**config.mk**
```make
export PLATFORM = sky130hd
export DESIGN_NAME = if_fetch
export DESIGN_NICKNAME = d
export VERILOG_FILES = /design/src/rtl/if_fetch_pkg.sv /design/src/rtl/fetch_hold_buf.sv /design/src/rtl/if_fetch.sv
export SDC_FILE = /design/constraint.sdc
export NUM_CORES = 1
export LEC_CHECK = 0
export CAP_MARGIN = 20
export CORE_UTILIZATION = 35
export CTS_BUF_LIST = sky130_fd_sc_hd__clkbuf_4 sky130_fd_sc_hd__clkbuf_8
export CTS_CLUSTER_SIZE = 24
export DETAILED_ROUTE_END_ITERATION = 6
export HOLD_SLACK_MARGIN = 0.06
export PLACE_DENSITY_LB_ADDON = 0.15
export SLEW_MARGIN = 20
export SYNTH_ARGS = -nofsm -noshare
export SYNTH_HDL_FRONTEND = slang
export SYNTH_SLANG_ARGS = --single-unit
```
**constraint.sdc**
```tcl
create_clock -name clk -period 2.5 [get_ports clk]
set_input_delay 0.5 -clock clk [delete_from_list [all_inputs] [get_ports clk]]
set_output_delay 0.5 -clock clk [all_outputs]
set_load 0.02 [all_outputs]
```
**src/rtl/if_fetch_pkg.sv**
```systemverilog
// Shared types and constants for the instruction-fetch stage.
package if_fetch_pkg;

    localparam int unsigned ADDR_W = 32;
    localparam int unsigned INST_W = 32;

    localparam logic                RST_ENABLE     = 1'b1;
    localparam logic [INST_W-1:0]   ZERO_WORD      = 32'h0000_0000;
    localparam logic [ADDR_W-1:0]   INST_WORD_STEP = 32'd4;

    typedef enum logic [1:0] {
        FETCH_IDLE  = 2'd0,
        FETCH_FETCH = 2'd1,
        FETCH_HOLD  = 2'd2
    } fetch_state_e;

    typedef struct packed {
        logic [ADDR_W-1:0] pc;
        logic [INST_W-1:0] inst;
    } fetch_word_t;

    // Instruction addresses are word aligned; low two bits are dropped.
    function automatic logic [ADDR_W-1:0] word_align(input logic [ADDR_W-1:0] addr);
        return {addr[ADDR_W-1:2], 2'b00};
    endfunction

endpackage

```
**src/rtl/fetch_hold_buf.sv**
```systemverilog
// One-entry {pc, inst} buffer that parks a word returned while the pipeline is stalled.
module fetch_hold_buf
    import if_fetch_pkg::*;
(
    input  logic        clk,
    input  logic        rst,
    input  logic        load_i,
    input  logic        clear_i,
    input  fetch_word_t word_i,
    output fetch_word_t word_o
);

    fetch_word_t word_q;

    always_ff @(posedge clk) begin
        if (rst == RST_ENABLE || clear_i) begin
            word_q <= '0;
        end else if (load_i) begin
            word_q <= word_i;
        end
    end

    assign word_o = word_q;

endmodule

```
**src/rtl/if_fetch.sv**
```systemverilog
// Instruction-fetch stage: owns the PC, runs the imem req/ack handshake and
// feeds the IF/ID register, absorbing wait states, stalls and branch redirects.
module if_fetch
    import if_fetch_pkg::*;
#(
    parameter logic [ADDR_W-1:0] RESET_PC = 32'h0000_0000
) (
    input  logic              clk,
    input  logic              rst,
    input  logic              stall_i,
    input  logic              branch_flag_i,
    input  logic [ADDR_W-1:0] branch_target_i,
    output logic              imem_req_o,
    output logic [ADDR_W-1:0] imem_addr_o,
    input  logic              imem_ack_i,
    input  logic [INST_W-1:0] imem_rdata_i,
    output logic [ADDR_W-1:0] if_pc_o,
    output logic [INST_W-1:0] if_inst_o,
    output logic              if_valid_o
);

    fetch_state_e      state_q, state_d;
    logic [ADDR_W-1:0] pc_q, pc_d;
    logic [ADDR_W-1:0] tgt_q, tgt_d;
    logic              squash_q, squash_d;
    logic              req_q, req_d;
    logic [ADDR_W-1:0] out_pc_q, out_pc_d;
    logic [INST_W-1:0] out_inst_q, out_inst_d;
    logic              out_valid_q, out_valid_d;

    logic              hb_load, hb_clear;
    fetch_word_t       hb_in, hb_out;
    logic              ack;
    logic [ADDR_W-1:0] pc_inc, br_tgt;

    assign ack    = req_q & imem_ack_i;
    assign pc_inc = pc_q + INST_WORD_STEP;
    assign br_tgt = word_align(branch_target_i);

    always_comb begin
        state_d     = state_q;
        pc_d        = pc_q;
        tgt_d       = tgt_q;
        squash_d    = squash_q;
        req_d       = req_q;
        out_pc_d    = out_pc_q;
        out_inst_d  = out_inst_q;
        out_valid_d = out_valid_q;
        hb_load     = 1'b0;
        hb_clear    = 1'b0;
        hb_in.pc    = pc_q;
        hb_in.inst  = imem_rdata_i;

        unique case (state_q)
            FETCH_IDLE: begin
                state_d = FETCH_FETCH;
                req_d   = 1'b1;
                if (branch_flag_i) begin
                    pc_d        = br_tgt;
                    out_inst_d  = ZERO_WORD;
                    out_valid_d = 1'b0;
                end
            end
            FETCH_FETCH: begin
                if (branch_flag_i) begin
                    out_inst_d  = ZERO_WORD;
                    out_valid_d = 1'b0;
                    // Address must stay put until ack, so a redirect with a
                    // request in flight is parked and applied on that ack.
                    if (ack) begin
                        pc_d     = br_tgt;
                        squash_d = 1'b0;
                    end else begin
                        tgt_d    = br_tgt;
                        squash_d = 1'b1;
                    end
                end else if (ack && squash_q) begin
                    pc_d     = tgt_q;
                    squash_d = 1'b0;
                    if (!stall_i) begin
                        out_inst_d  = ZERO_WORD;
                        out_valid_d = 1'b0;
                    end
                end else if (stall_i) begin
                    if (ack) begin
                        hb_load = 1'b1;
                        pc_d    = pc_inc;
                        state_d = FETCH_HOLD;
                        req_d   = 1'b0;
                    end
                end else if (ack) begin
                    out_pc_d    = pc_q;
                    out_inst_d  = imem_rdata_i;
                    out_valid_d = 1'b1;
                    pc_d        = pc_inc;
                end else begin
                    out_inst_d  = ZERO_WORD;
                    out_valid_d = 1'b0;
                end
            end
            FETCH_HOLD: begin
                if (branch_flag_i) begin
                    out_inst_d  = ZERO_WORD;
                    out_valid_d = 1'b0;
                    pc_d        = br_tgt;
                    hb_clear    = 1'b1;
                    state_d     = FETCH_FETCH;
                    req_d       = 1'b1;
                end else if (!stall_i) begin
                    out_pc_d    = hb_out.pc;
                    out_inst_d  = hb_out.inst;
                    out_valid_d = 1'b1;
                    state_d     = FETCH_FETCH;
                    req_d       = 1'b1;
                end
            end
            default: begin
                state_d = FETCH_IDLE;
                req_d   = 1'b0;
            end
        endcase
    end

    always_ff @(posedge clk) begin
        if (rst == RST_ENABLE) begin
            state_q     <= FETCH_IDLE;
            pc_q        <= RESET_PC;
            tgt_q       <= '0;
            squash_q    <= 1'b0;
            req_q       <= 1'b0;
            out_pc_q    <= '0;
            out_inst_q  <= ZERO_WORD;
            out_valid_q <= 1'b0;
        end else begin
            state_q     <= state_d;
            pc_q        <= pc_d;
            tgt_q       <= tgt_d;
            squash_q    <= squash_d;
            req_q       <= req_d;
            out_pc_q    <= out_pc_d;
            out_inst_q  <= out_inst_d;
            out_valid_q <= out_valid_d;
        end
    end

    fetch_hold_buf u_hold_buf (
        .clk     (clk),
        .rst     (rst),
        .load_i  (hb_load),
        .clear_i (hb_clear),
        .word_i  (hb_in),
        .word_o  (hb_out)
    );

    assign imem_req_o  = req_q;
    assign imem_addr_o = pc_q;
    assign if_pc_o     = out_pc_q;
    assign if_inst_o   = out_inst_q;
    assign if_valid_o  = out_valid_q;

endmodule

```
# [After elaboration in Yosys (flattened, before gate mapping)]
# Index checks and enable logic that the tools add are counted.
# W data, S select, Z words.
[totals] inputBits=69 wordCells=95 reg_bits=195 out_inout_bits=98
[classes] n_eq_ne=15 muxes=53 n_addsub=1 n_bitwise=2 n_reduce_logical=14
[ops] cell="$mux W32" count=19
[ops] cell="$pmux W32 S2" count=2
[ops] cell="$pmux W32 S3" count=1
[ops] cell="$add A32 B3 Y32 const B" count=1
[ops] cell="$mux W1" count=22
[ops] cell="$ne A2 B2 Y1 const B" count=8
[ops] cell="$mux W2" count=6
[ops] cell="$ne A3 B3 Y1 const B" count=4
[ops] cell="$reduce_and A4 Y1" count=2
[ops] cell="$reduce_and A7 Y1" count=1
[ops] cell="$pmux W1 S3" count=2
[ops] cell="$pmux W2 S3" count=1
[ops] cell="$reduce_bool A2 Y1" count=3
[ops] cell="$reduce_and A5 Y1" count=1
[ops] cell="$reduce_and A3 Y1" count=1
[ops] cell="$reduce_bool A3 Y1" count=1
[ops] cell="$eq A2 B1 Y1 const B" count=1
[ops] cell="$eq A2 B2 Y1 const B" count=1
[ops] cell="$logic_not A2 Y1" count=1
[ops] cell="$ne A2 B1 Y1 const B" count=1
[ops] cell="$reduce_and A2 Y1" count=1
[ops] cell="$reduce_or A2 Y1" count=1
[ops] cell="$and A1 B1 Y1" count=1
[ops] cell="$logic_and A1 B1 Y1" count=1
[ops] cell="other kinds (2)" count=2

# [Longest topological paths before layout]
[logic_depth] depth_word=6 mapped_depth=11 depth_no_buf=7

# [By module]
# A second synthesis with hierarchy kept.
[hier_totals] cells_unflattened=1026 hier_area_um2=8866.0
[modules_own_cells] module="if_fetch" seq_area_each_um2=2582.5 instances=1 cells_per_inst=819 area_per_inst_um2=6517.5
[modules_own_cells] module="fetch_hold_buf" seq_area_each_um2=1281.2 instances=1 cells_per_inst=207 area_per_inst_um2=2348.5

# [Worst setup path after synthesis]
# OpenSTA, ideal clock, no wires.
[synth_path] path_type="register to register" startpoint="register state_q[0]" endpoint="register pc_q[16], in the netlist imem_addr_o[16]" arrival_time_ps=1966 t_required_ps=2366 setup_time_ps=134 n_path_buf=3 synth_period_minus_slack_ps=2100 stages_incl_launch_ff=9 path_slack_ps=400 path_cell_list="dfxtp_1 -> inv_1 -> ha_1 -> or3_1 -> clkbuf_1 -> clkbuf_1 -> clkbuf_1 -> a221oi_1 -> a211oi_1"
[synth_via] elab_chain_len=4 elab_cells_between_ends=10 classes_between="eq/ne: 5; mux: 1; reduce/logical: 4"
[synth_lines] item="start: declaration" line="if_fetch.sv:22" text="fetch_state_e state_q, state_d;"
[synth_lines] item="start signal: assignment" line="if_fetch.sv:135" text="state_q <= state_d;"
[synth_lines] item="$eq A2 B2 Y1 or $logic_not A2 Y1 (tied branches)" line="if_fetch.sv:54" text="unique case (state_q)"
[synth_lines] item="$reduce_or A2 Y1 (no line)"
[synth_lines] item="$ne A2 B1 Y1 (no line) or $reduce_bool A2 Y1 (tied branches)"
[synth_lines] item="$reduce_and A4 Y1 (no line)"
[synth_lines] item="end signal: assignment" line="if_fetch.sv:136" text="pc_q <= pc_d;"
[synth_lines] item="end: declaration" line="if_fetch.sv:23" text="logic [ADDR_W-1:0] pc_q, pc_d;"
# Parallel ways exist; a longest one is shown, timed or not.
# A chain may end at the register's enable or synchronous reset.

# [Final worst setup path]
[layout_path] startpoint="register pc_q[9], in the netlist imem_addr_o[9]" endpoint="output port imem_addr_o[9]"
[layout_rtl] item="end: declaration" line="if_fetch.sv:14" text="output logic [ADDR_W-1:0] imem_addr_o,"
# No word-level cell between the ends.

==> flow_metrics.env <==
export IMPL_power_density_mw_per_mm2=604
export IMPL_die_x_um=159
export IMPL_first_pass_iters=5
export IMPL_via_count=8123
export IMPL_gp_congestion=0.823
export IMPL_clk_latency_ns=0.48
export IMPL_fin_ws_ns=0.118
export IMPL_rrSetupSlack_ns=0.27
export IMPL_dieArea_mm2=0.0251
export IMPL_relSlewSlack_pct=61.9
export IMPL_peakVddDrop_mv=0.346
export IMPL_fin_setup_tns_ns=0
export IMPL_worstPathArrival_ns=1.88
export IMPL_dieHeight_um=159
export IMPL_drt_initial_drc_count=527
export IMPL_fin_nets=1298
export IMPL_pre_cts_ws_ns=0.0130
export IMPL_htree_levels=4
export IMPL_dp_cells=1524
export IMPL_syn_area_per_cell_um2=7.98
export IMPL_hp_start="rst"
export IMPL_vias_per_cell=5.22
export IMPL_r2r_cells=8
export IMPL_timing_rr_start="state_q[0]$_SDFFE_PP0P_"
export IMPL_synth_seq_area_share_pct=44.1
export IMPL_row_count=56
export IMPL_clock_fmax_mhz=420
export IMPL_grt_pass1_wl_um=40600
export IMPL_run_status="complete, no violations"
export IMPL_drtAntennaViolNets=0
export IMPL_min_delay_path_depth=2
export IMPL_async_reset_ff_share_pct=0
export IMPL_crit_type="flop to output port"
export IMPL_postRouteWirelength_um=26100
export IMPL_synth_seq_cells=189
export IMPL_pin_count=167
export IMPL_synth_edf_count=0
export IMPL_final_common_cell="nand2_1"
export IMPL_cp_slowest_cell="clkdlybuf4s50_1"
export IMPL_critPathMaxStageDelay_ns=0.71
export IMPL_cp_startpoint="imem_addr_o[9]$_SDFFE_PP0P_"
export IMPL_post_route_util_pct=47.3
export IMPL_hold_violations=0
export IMPL_synthMuxAreaShare_pct=3.85
export IMPL_path_buf_inv=1
export IMPL_coreArea_mm2=0.0238
export IMPL_cts_inserted_buffers=17
export IMPL_yosys_area_share_adder_pct=0.729
export IMPL_syn_area_mm2=0.00858
export IMPL_area_delta_synth_final_pct=31.1
export IMPL_rsz0062_at_grt="false"
export IMPL_setup_viol=0
export IMPL_critPathMaxFanout=8
export IMPL_wl_per_cell_um=16.7
export IMPL_worstMarginPinSlew_ns=0.571
export IMPL_placed_cell_area_mm2=0.0109
export IMPL_post_cts_setup_buffers=0
export IMPL_antennaDiodeCount=0
export IMPL_cts_root_buf="clkbuf_8"
export IMPL_crit_required_ns=2.00
export IMPL_ctsResizeCount=0
export IMPL_synth_top_family_by_area="compound AO/OA/AOI/OAI gates"
export IMPL_start_util_pct=36.1
export IMPL_drive_gt1_share_pct=10.3
export IMPL_syn_inst=1075
export IMPL_dpl_hpwl_um=17900
export IMPL_end_kind="output port"
export IMPL_maxCapViolCount=0
export IMPL_period_needed_ns=2.38
export IMPL_synth_simple_gate_area_share_pct=20.7
export IMPL_grt_use_total_pct=20.9
export IMPL_r2r_end="if_pc_o[4]$_SDFFE_PP0P_"
export IMPL_period_share_pct=95.3
export IMPL_grt_pass1_vias=7269
export IMPL_mostFrequentLayoutCells="nand2_1 (241), dfxtp_1 (189), a21oi_1 (166), clkdlybuf4s50_1 (159), buf_4 (60)"
export IMPL_crit_family="buffers and inverters"
export IMPL_clock_path_buffers=2
export IMPL_grt_start_max_net_pins=63
export IMPL_slew_viol_final=0
export IMPL_synthXorXnorAreaFrac_pct=1.02
export IMPL_cts_clk_slew_worst_paths_ns=0.11
export IMPL_synth_compound_area_share_pct=24.0
export IMPL_cts_tree="done"
export IMPL_power_leakage_nw=3.69
export IMPL_finalNonFillerCells=1556
export IMPL_port_buffer_count=160
export IMPL_cts_sinks=189
export IMPL_hold_path_endpoint="tgt_q[23]$_SDFFE_PP0P_"
export IMPL_drc=0
export IMPL_crit_path_cell_trace="clkdlybuf4s50_1"
export IMPL_hp_class="input pin to flop"
export IMPL_grt_overflow=0
export IMPL_synthFlopType="dfxtp_1"
export IMPL_postCtsHoldBufs=0
export IMPL_yosys_warnings=0
export IMPL_final_area_mm2=0.0112
export IMPL_yosysUniqueCellTypes=60
export IMPL_cp_start_kind="flop"
export IMPL_clock_skew_ns=0.0168
export IMPL_antenna_found_initial=0
-- cell families (layout without fill, tap and decap cells) --
kind of cell    count (synthesis)  after routing
buf+inv                       113            272
simple gates                  400            400
mux                            33             33
compound gates                324            324
fa+ha+maj                       5              5
flops                         189            189
other cells                     1              4
xor+xnor                       10             10
-- worst max path at each step --
stage / endpoint / cells after the start
floorplan: imem_addr_o[16]$_SDFFE_PP0P_ / 8
finish: imem_addr_o[9] / 1
global placement: imem_addr_o[27]$_SDFFE_PP0P_ / 7
detailed placement: imem_addr_o[28]$_SDFFE_PP0P_ / 7
global route: imem_addr_o[9] / 1
CTS: imem_addr_o[9] / 1
-- through the flow --
| stage | power [mW] | hold slack, ns |
|---|---|---|
| final | 6.79 | 0.429 |
| after CTS | 6.86 | 0.400 |
| after global placement | 4.82 | 0.441 |
| after global routing | 7.12 | 0.421 |
| after detailed placement | 4.83 | 0.445 |
| after floorplan | 4.09 | 0.433 |
-- where the power goes --
| group | switching [mW] | internal (mW) |
|---|---|---|
| sequential | 0.123 | 3.14 |
| combinational | 0.848 | 0.651 |
| clock | 1.27 | 0.765 |
-- Yosys cell counts (3+ instances only) --
cell type,count,area (µm²)
o22ai_1,6,37.5
buf_4,5,37.5
clkbuf_1,74,278
a21oi_1,166,831
o21ai_0,19,95.1
ha_1,5,62.6
inv_1,9,33.8
a211oi_1,49,368
a31o_2,3,26.3
and2_1,3,18.8
buf_2,16,80.1
a21o_1,8,60.1
nor2_1,57,214
mux2i_1,33,330
o31ai_1,5,37.5
a221oi_1,5,43.8
or4_1,4,30.0
o211ai_1,5,37.5
nor3_1,8,40.0
nand3_1,44,220
nand2_1,242,908
dfxtp_1,189,3780
a311oi_1,3,26.3
a22o_1,33,289
xor2_1,6,52.6
and4_1,3,26.3
o21a_1,5,37.5
buf_1,7,26.3
nand4_1,10,62.6
nand4_4,3,63.8
o21bai_1,3,22.5
or3_1,4,25.0
and3_1,7,43.8
xnor2_1,4,35.0
-- final cells by class --
| cell class | instances | area (µm²) |
|---|---|---|
| fill | 2350 | 12500 |
| multi-input combinational | 776 | 4360 |
| sequential | 189 | 3780 |
| timing repair buffer | 231 | 2280 |
| tap | 319 | 399 |
| clock buffer | 18 | 241 |
| clock inverter | 14 | 146 |
| inverter | 9 | 33.8 |
-- state kept, by name, indices dropped and copies added, names as in the netlist --
name	flops
tgt_q	30
if_pc_o	30
u_hold_buf.word_o	62
state_q	2
if_valid_o	1
squash_q	1
imem_addr_o	30
if_inst_o	32
imem_req_o	1
-- metal layers --
layer	vias up	GRT usage, %	wire (µm)
met5	-	0	0
met4	0	4.62	279
met3	18	3.65	1340
met2	219	33.3	12100
met1	3814	29.4	12300
li1	4072	-	-
Note: power is estimated with default switching activity, not from simulation.
==> RTL edit (same flow settings) <==
The 3 states of `fetch_state_e` get a one-hot encoding in 3 bits.
--- a/src/rtl/if_fetch_pkg.sv
+++ b/src/rtl/if_fetch_pkg.sv
@@ -9,8 +9,8 @@
     localparam logic [ADDR_W-1:0]   INST_WORD_STEP = 32'd4;
 
-    typedef enum logic [1:0] {
-        FETCH_IDLE  = 2'd0,
-        FETCH_FETCH = 2'd1,
-        FETCH_HOLD  = 2'd2
+    typedef enum logic [2:0] {
+        FETCH_IDLE  = 3'b001,
+        FETCH_FETCH = 3'b010,
+        FETCH_HOLD  = 3'b100
     } fetch_state_e;
 
Function: no difference found for any inputs over 4 cycles, from zero or initial values and one cycle with rst high; so few cycles prove little.
==> RTL edit against the unedited design <==
Worst setup slack gained 120 ps; area after synthesis shrank 1.2%; critical path depth is the same; synthesized cell count shrank 1.9%; largest cell class unchanged; design area shrank 1.3%; sequential cell count grew 1; critical path type unchanged; routed wire length shrank 2.0%; total power shrank 6.4%.
==> RTL edit: results (changes against the unedited design) <==
setup_path:
  crit_family: "buffers and inverters"
  slowest_delay_ps: 720
  worstPathMaxFanout: 10  # +2
  cp-startpoint: "imem_addr_o[17]$_SDFFE_PP0P_"
  worst_r2r_startpoint: "imem_addr_o[12]$_SDFFE_PP0P_"
  arrival_ps: 1760  # -120 ps
placed_design:
  gp_congestion: 0.8158  # -0.86%
  place_area_um2: 10720  # -1.3%
  port_buffers: 160  # unchanged
  dp_hpwl_um: 17110  # -4.2%
timing:
  relSlewSlack_pct: 32.00  # -30 points
  skew_ps: 19.21  # +2.430 ps
logic_synthesis:
  synth_cell_types: 56  # -6.7%
  synthTopCellsByCount: "203 x nand2_1, 190 x dfxtp_1, 127 x a21oi_1"
  seq_area_frac_synth_pct: 44.89  # +0.78 points
  synthTopCellsByArea: "dfxtp_1 45%, nand2_1 9.0%, a21oi_1 7.5%"
  yosysWarningCount: 0  # unchanged
  async_flop_share_pct: 0  # unchanged
  syn_area_per_cell_um2: 8.031  # +0.66%
clock_network:
  numCtsBuffers: 17  # unchanged
  insertion_delay_ps: 470
  cts_resized: 0  # unchanged
  cts_setup_buffers: 0  # unchanged
  root_buffer: "clkbuf_8"
min_path:
  hp-start: "tgt_q[21]$_SDFFE_PP0P_"
  hp-class: "reg -> reg"
final_layout:
  finalNonFillerCells: 1528  # -1.8%
  largest_reg_flops: 62  # unchanged
  nets: 1266  # -2.5%
  layout-drive-gt1-share_pct: 9.264  # -1.1 points
  fill_cells: 2398  # +2.0%
grt:
  antenna_found_initial: 0  # unchanged
  grt_max_degree: 41  # -35%
  grt_pass1_vias: 7110  # -2.2%
  grt_pass1_wl_um: 39970  # -1.4%
  track_usage_pct: 20.76  # -0.19 points
route:
  wl_per_cell_um: 16.71  # -0.21%
  viasPerCell: 5.236  # +0.30%
  drt_iter0_markers: 684  # +30%
pwr:
  p_leak_nw: 3.671  # -0.47%
  vdd_ir_drop_max_uv: 283.0  # -18%
outcome:
  outcome: "complete, no violations"
run:
  max_cap_violations: 0  # unchanged
[RTL edit: changes by cell type in the layout (fill, tap and decap cells not counted), moves of 7 or more]
cell / change
buf_4: -12
nand3_1: -29
a21oi_1: -40
a22oi_1: +32
a21o_1: -7
nor2_1: +59
nand2_1: -38
[RTL edit: path summary, 6_finish.rpt]
check | cells after the start | slack [ps] | endpoint
max | 1 | 240 | imem_addr_o[17]
min | 2 | 460 | tgt_q[21]$_SDFFE_PP0P_
max reg2reg | 5 | 320 | imem_addr_o[21]$_SDFFE_PP0P_
min reg2reg | 2 | 460 | tgt_q[21]$_SDFFE_PP0P_
[RTL edit: per-stage QoR]
stage          power [mW]  setup WS (ps)
6_report            6.355          240.8
5_1_grt             6.636          113.0
4_1_cts             6.417          206.3
3_5_place_dp        4.417         -59.93
3_3_place_gp        4.416         -18.39
2_1_floorplan       3.842          254.5
[RTL edit: layout make-up]
cell class / instances / area, um^2 / share of cell area, %
multi-input cells: 759 / 4270 / 38.49
flip-flops and latches: 190 / 3804 / 34.28
repair buffers: 220 / 2212 / 19.94
well taps: 319 / 399.1 / 3.597
clock buffers: 19 / 261.5 / 2.357
clock inverters: 13 / 118.9 / 1.071
inverters: 8 / 30.03 / 0.2706
[RTL edit: where the power goes]
group	leakage, nW	switching [mW]	internal, mW
logic	1.94	0.649	0.495
clock network	0.189	1.22	0.779
registers	1.54	0.105	3.11
[RTL edit: per-layer routing]
metal	global-route usage [%]	vias up	wire length [um]
met5	0	-	0
met4	6.103	0	346
met3	3.175	24	1334
met2	29.12	252	10630
met1	32.04	3736	13230
li1	-	3989	-
[RTL edit: cells by family after synthesis]
logic type	count (synthesis)	synth area share (%)
buf+inv	109	5.405
compound gates	305	23.75
flops	190	44.89
other cells	1	0.04426
mux	32	3.780
xor+xnor	15	1.551
fa+ha+maj	1	0.1476
simple gates	402	20.44
